<file path="src/rtl/output_port_arbiter.sv">
// output_port_arbiter: per-output-port wormhole arbiter for the mesh router.
// Grants one input port round-robin on a HEADER flit and holds the grant
// until that packet's TAIL flit is accepted downstream.
// Optional feature macro: ARB_TIMEOUT_EN. When defined, a stalled packet is
// forcibly released after TIMEOUT stalled cycles.
module output_port_arbiter #(
  parameter int PORTS   = 4,
  parameter int IDX_W   = $clog2(PORTS),
  parameter int TIMEOUT = 256
) (
  input  logic             clk,
  input  logic             rst_n,
  input  logic [PORTS-1:0] req_valid,
  input  logic [PORTS-1:0] req_head,
  input  logic [PORTS-1:0] req_tail,
  input  logic             up_ack,
  output logic             up_enable,
  output logic [PORTS-1:0] down_ack,
  output logic [PORTS-1:0] gnt,
  output logic [IDX_W-1:0] gnt_idx,
  output logic             busy,
  output logic             proto_err,
  output logic             timeout_o
);

  typedef enum logic {IDLE, LOCKED} state_t;

  state_t           state_q, state_d;
  logic [IDX_W-1:0] rr_ptr_q, rr_ptr_d;
  logic [IDX_W-1:0] gnt_idx_q, gnt_idx_d;
  logic [PORTS-1:0] gnt_q, gnt_d;
  logic             first_done_q, first_done_d;

  logic             cand_any;
  logic [IDX_W-1:0] winner;
  logic             owner_valid, owner_head, owner_tail;
  logic             xfer;
  logic [IDX_W-1:0] next_ptr;
  logic             stall_hit;

  // Round-robin search for a HEADER request, starting at rr_ptr
  always_comb begin
    logic [IDX_W:0]   sum;
    logic [IDX_W-1:0] idx;
    cand_any = 1'b0;
    winner   = '0;
    sum      = '0;
    idx      = '0;
    for (int k = 0; k < PORTS; k++) begin
      sum = {1'b0, rr_ptr_q} + (IDX_W+1)'(k);
      if (sum >= (IDX_W+1)'(PORTS)) sum = sum - (IDX_W+1)'(PORTS);
      idx = sum[IDX_W-1:0];
      if (!cand_any && req_valid[idx] && req_head[idx]) begin
        cand_any = 1'b1;
        winner   = idx;
      end
    end
  end

  assign owner_valid = req_valid[gnt_idx_q];
  assign owner_head  = req_head[gnt_idx_q];
  assign owner_tail  = req_tail[gnt_idx_q];
  assign xfer        = (state_q == LOCKED) && owner_valid && up_ack;
  assign next_ptr    = (gnt_idx_q == IDX_W'(PORTS-1)) ? '0 : gnt_idx_q + IDX_W'(1);

  assign up_enable = (state_q == LOCKED) && owner_valid;
  assign down_ack  = xfer ? gnt_q : '0;
  assign proto_err = xfer && owner_head && first_done_q;
  assign gnt       = gnt_q;
  assign gnt_idx   = gnt_idx_q;
  assign busy      = (state_q == LOCKED);

`ifdef ARB_TIMEOUT_EN
  logic [15:0] stall_q;
  logic        timeout_q;

  assign stall_hit = (state_q == LOCKED) && !xfer && (stall_q == 16'(TIMEOUT-1));
  assign timeout_o = timeout_q;

  // Count consecutive stalled LOCKED cycles; idle, transfers and releases clear it
  always_ff @(posedge clk) begin
    if (!rst_n) begin
      stall_q   <= '0;
      timeout_q <= 1'b0;
    end else begin
      timeout_q <= stall_hit;
      if (state_q == IDLE || xfer || stall_hit) stall_q <= '0;
      else                                      stall_q <= stall_q + 16'd1;
    end
  end
`else
  assign stall_hit = 1'b0;
  assign timeout_o = 1'b0;
`endif

  // Next-state: grant on a header in IDLE, release on tail transfer or forced timeout
  always_comb begin
    state_d      = state_q;
    rr_ptr_d     = rr_ptr_q;
    gnt_idx_d    = gnt_idx_q;
    gnt_d        = gnt_q;
    first_done_d = first_done_q;
    case (state_q)
      IDLE: begin
        if (cand_any) begin
          state_d       = LOCKED;
          gnt_d         = '0;
          gnt_d[winner] = 1'b1;
          gnt_idx_d     = winner;
          first_done_d  = 1'b0;
        end
      end
      LOCKED: begin
        if (xfer) begin
          first_done_d = 1'b1;
          if (owner_tail) begin
            state_d   = IDLE;
            gnt_d     = '0;
            gnt_idx_d = '0;
            rr_ptr_d  = next_ptr;
          end
        end else if (stall_hit) begin
          state_d   = IDLE;
          gnt_d     = '0;
          gnt_idx_d = '0;
          rr_ptr_d  = next_ptr;
        end
      end
      default: state_d = IDLE;
    endcase
  end

  // State register with synchronous active-low reset
  always_ff @(posedge clk) begin
    if (!rst_n) begin
      state_q      <= IDLE;
      rr_ptr_q     <= '0;
      gnt_idx_q    <= '0;
      gnt_q        <= '0;
      first_done_q <= 1'b0;
    end else begin
      state_q      <= state_d;
      rr_ptr_q     <= rr_ptr_d;
      gnt_idx_q    <= gnt_idx_d;
      gnt_q        <= gnt_d;
      first_done_q <= first_done_d;
    end
  end

endmodule
</file>
<file path="config.mk">
export PLATFORM = sky130hd
export DESIGN_NAME = output_port_arbiter
export DESIGN_NICKNAME = d
export VERILOG_FILES = /design/src/rtl/output_port_arbiter.sv
export SDC_FILE = /design/constraint.sdc
export NUM_CORES = 1
export LEC_CHECK = 0
export CORE_MARGIN = 1
export CORE_UTILIZATION = 41
export DETAILED_ROUTE_END_ITERATION = 10
export MAX_ROUTING_LAYER = met4
export PLACE_DENSITY = 0.78
export SETUP_SLACK_MARGIN = 0.3
export SYNTH_ARGS = -nofsm -noshare
export SYNTH_HDL_FRONTEND = slang
export SYNTH_SLANG_ARGS = --single-unit
</file>
<file path="constraint.sdc">
create_clock -name clk -period 1.6 [get_ports clk]
set_input_delay 0.32 -clock clk [delete_from_list [all_inputs] [get_ports clk]]
set_output_delay 0.32 -clock clk [all_outputs]
set_load 0.005 [all_outputs]
</file>
==> results.sh <==
export IMPL_crit_fanout=4
export IMPL_synth_cell_area_um2=673
export IMPL_first_global_vias=885
export IMPL_failed_checks="negative setup slack"
export IMPL_die_w_um=42.5
export IMPL_crit_buf_inv=4
export IMPL_synth_edff_count=0
export IMPL_max_cap_violations=0
export IMPL_synth_seq_area_share=0.297
export IMPL_rsz_0062_raised_after_global_routing="true"
export IMPL_avgSynthCellArea_um2=9.22
export IMPL_synthCells=73
export IMPL_leakagePower_nw=0.633
export IMPL_fmaxAchievable_mhz=515
export IMPL_layout_min_cycle_time_ps=1940
export IMPL_finalMaxSlewViolations=0
export IMPL_core_rowCount=14
export IMPL_power_density_nw_per_um2=640
export IMPL_dp_final_hpwl_um=1440
export IMPL_gp_routability_congestion=0.851
export IMPL_cts_root_buf="sky130_fd_sc_hd__clkbuf_4"
export IMPL_insertion_delay_ps=280
export IMPL_antenna_left=0
export IMPL_grt_max_degree=14
export IMPL_placement_io_buffers=27
export IMPL_irDropWorstVdd_v=0.000648
export IMPL_grt_antenna_before_repair=0
export IMPL_synthArstFlopShare=0
export IMPL_slowest_stage="sky130_fd_sc_hd__dfxtp_4"
export IMPL_most_common_cell_after_layout_fill_and_taps_aside="sky130_fd_sc_hd__buf_4"
export IMPL_cts_num_sinks=10
export IMPL_mappedNetlistNets=89
export IMPL_route_detailed_wl_per_inst_um=19.6
export IMPL_run_status="finished, violations left"
export IMPL_firstDrtPassIters=4
export IMPL_globalRouteTotalUtil=0.311
export IMPL_worst_setup_path_start_kind="flop"
export IMPL_post_route_cells_drive_above_1_share=0.638
export IMPL_cp_data_required_time_ps=1280
export IMPL_post_route_worst_setup_slack_ps=-341
export IMPL_critical_path_top_delay_family="buffers and inverters"
export IMPL_cts_buffers=3
export IMPL_clk_pin_slew_ps=80
export IMPL_cpMostUsedCell="sky130_fd_sc_hd__buf_6"
export IMPL_clock_tree_htree_level_count=1
export IMPL_buffer_levels_on_the_longest_clock_path=2
export IMPL_tritoncts_clock_tree="built"
export IMPL_ys_warn_count=0
export IMPL_worst_endpoint_arrival_ps=1620
export IMPL_num_antenna_cells=0
export IMPL_start_util=0.442
export IMPL_dr_total_vias=894
export IMPL_global_route_overflow_total=0
export IMPL_synth_seq_cells=10
export IMPL_layout_cells_most_common_list="sky130_fd_sc_hd__buf_4, sky130_fd_sc_hd__buf_6, sky130_fd_sc_hd__dlygate4sd2_1, sky130_fd_sc_hd__nand2_1, sky130_fd_sc_hd__and2_4"
export IMPL_detail_route_drc_violations=0
export IMPL_grt_pass1_wl_um=4030
export IMPL_clock_skew_ps=9.61
export IMPL_die_area_um2=1810
export IMPL_path_cells="mux2i_1 -> buf_4 -> o22ai_4 -> buf_6 -> buf_6 -> and2_4 -> buf_6"
export IMPL_syn_to_final_growth_pct=107
export IMPL_post_cts_hold_buffer_count=0
export IMPL_postSynth_topFlopCell="sky130_fd_sc_hd__dfxtp_1"
export IMPL_finish_net_count=155
export IMPL_drt_iter0_drc=13
export IMPL_finalHoldWorstSlack_ps=500
export IMPL_hold_path_class="reg2reg"
export IMPL_dieHeight_um=42.5
export IMPL_pin_count=29
export IMPL_core_area_um2=1520
export IMPL_largest_incremental_delay_on_the_critical_path_ps=400
export IMPL_route_final_wire_length_um=3020
export IMPL_crit_type="reg2out"
export IMPL_number_of_failing_hold_endpoints_at_the_final_stage=0
export IMPL_final_period_utilization=1.21
export IMPL_endpoint_kind="output port"
export IMPL_viasPerCell=5.81
export IMPL_finish_utilization=0.915
export IMPL_setup_viol=15
export IMPL_synth_lib_cells_used_distinct=35
==> Yosys cell counts (2+ instances only) <==
cell type / instances / share of area
sky130_fd_sc_hd__nand3b_1: 3 / 0.033
sky130_fd_sc_hd__o221ai_1: 2 / 0.026
sky130_fd_sc_hd__nor2b_1: 3 / 0.028
sky130_fd_sc_hd__and2_1: 2 / 0.019
sky130_fd_sc_hd__o21ai_0: 4 / 0.030
sky130_fd_sc_hd__and2_2: 4 / 0.045
sky130_fd_sc_hd__mux2i_1: 3 / 0.045
sky130_fd_sc_hd__or3_1: 2 / 0.019
sky130_fd_sc_hd__a21oi_1: 3 / 0.022
sky130_fd_sc_hd__a21boi_0: 2 / 0.022
sky130_fd_sc_hd__nand2_1: 11 / 0.061
sky130_fd_sc_hd__dfxtp_1: 10 / 0.30
sky130_fd_sc_hd__nand3_1: 2 / 0.015
==> sequential cells by signal (all words and copies together), names as in the netlist <==
name          cells
first_done_q      1
gnt_idx           2
rr_ptr_q          2
gnt               4
busy              1
==> worst min-delay path, cell delays in order, from the launching register on <==
cell	delay, ps
sky130_fd_sc_hd__dfxtp_2	330
sky130_fd_sc_hd__nand2_1	80
sky130_fd_sc_hd__o21ai_2	60
==> stage by stage <==
| stage | TNS [ps] | total power [mW] | instance area, um^2 | cells | setup slack [ps] |
|---|---|---|---|---|---|
| 2_1_floorplan | 0 | 0.399 | 688 | 73 | 168 |
| 3_3_place_gp | -5930 | 0.537 | 1090 | 132 | -630 |
| 3_5_place_dp | -6520 | 0.542 | 1090 | 132 | -705 |
| 4_1_cts | -1450 | 0.813 | 1290 | 148 | -302 |
| 5_1_grt | -3310 | 0.916 | 1400 | 154 | -363 |
| 6_report | -2940 | 0.893 | 1400 | 154 | -341 |
==> area by class of cell <==
type	instances	area, um^2
sequential	10	214
inverter	1	3.75
clock buffer	4	36.3
tap	16	20.0
timing repair buffer	64	569
fill	61	129
multi-input combinational	59	552
==> kinds of logic after synthesis <==
kind of cell / share of synthesized area
other cells: 0.00557
fa+ha+maj: 0.0186
simple gates: 0.288
buf+inv: 0.0465
mux: 0.117
flops: 0.297
compound gates: 0.227
==> final timing paths <==
path,slack (ps),startpoint,end,cells after the start
min,500,gnt[2]$_SDFFE_PN0P_,gnt[2]$_SDFFE_PN0P_,2
max,-340,gnt_idx[0]$_SDFFE_PN0P_,down_ack[2],7
min reg2reg,500,gnt[2]$_SDFFE_PN0P_,gnt[2]$_SDFFE_PN0P_,2
max reg2reg,-200,gnt_idx[0]$_SDFFE_PN0P_,gnt[0]$_SDFFE_PN0P_,8
==> metal layers <==
layer	vias to the layer above	track usage	share of wire
met3	16	0.0474	0.058
met1	435	0.360	0.40
met4	0	0.0813	0.031
met5	-	-	0
li1	402	-	-
met2	41	0.557	0.51
==> repair_timing <==
| action | in CTS | in global routing |
|---|---|---|
| pin swaps | 16 | 7 |
| buffers inserted | 12 | 6 |
| gates cloned | 0 | 0 |
| gates resized for setup | 82 | 19 |
| setup endpoints to repair | 23 | 19 |
==> report_power, final <==
group / switching (mW) / internal, mW / leakage, nW
combinational: 0.153 / 0.205 / 0.527
sequential: 0.0235 / 0.268 / 0.0851
clock: 0.105 / 0.138 / 0.0210
total: 0.282 / 0.611 / 0.633
No activity file was read; power rests on OpenSTA's default activity.
==> edit: new RTL, same settings <==
`PORTS`: 4 -> 2.
--- a/src/rtl/output_port_arbiter.sv
+++ b/src/rtl/output_port_arbiter.sv
@@ -6,3 +6,3 @@
 module output_port_arbiter #(
-  parameter int PORTS   = 4,
+  parameter int PORTS   = 2,
   parameter int IDX_W   = $clog2(PORTS),
Ports: changed (6 resized); port bits go from 29 to 18. No check against the original RTL was run, so the function may have changed too.
==> edit against the unedited design <==
- the run now fails in power grid generation (2_4_floorplan_pdn)
- area after synthesis fell by 50%
==> edit: results (changes against the unedited design) <==
Synth
The number of synthesis warnings is 0 (unchanged). The fraction of the yosys area taken by sequential cells is 29.9% (+0.11 points). The most common flop cell mapped by yosys is dfxtp_1. The synthesis-stage register bit count was 5 (-5).

The async set-or-reset flop fraction in the synthesized netlist is 0% (unchanged). The net count after synthesis was 46 (-48%). The synthesized area per cell is 9.06 um2 (-1.7%). The count of different cell masters after synthesis is 24 (-31%). In the post-synthesis netlist, the biggest area contributors are dfxtp_1 30%, mux2_2 6.7%, o32ai_2 4.9%, and2_2 4.5%, buf_4 4.5%. By count the netlist is led by 5 x dfxtp_1, 3 x nand2_1.

Status
The terminating stage of the flow is power grid generation (2_4_floorplan_pdn). The run stopped with a tool error. The first error in the log reads "[ERROR PDN-0185] Insufficient width (28.06 um) to add straps on layer met4 in grid ”grid” with total strap width 15.2 um and offset 13.6 um".
[edit: cell count changes after synthesis, moves of 3 or more]
cell,delta
nand2_1,-8
nand3b_1,-3
mux2i_1,-3
dfxtp_1,-5
nor2b_1,-3
[edit: cells by family after synthesis]
family	count (synthesis)	synth area share, %
flops	5	29.9
other cells	1	1.12
mux	3	11.2
compound gates	12	29.5
buf+inv	5	7.83
simple gates	11	20.5
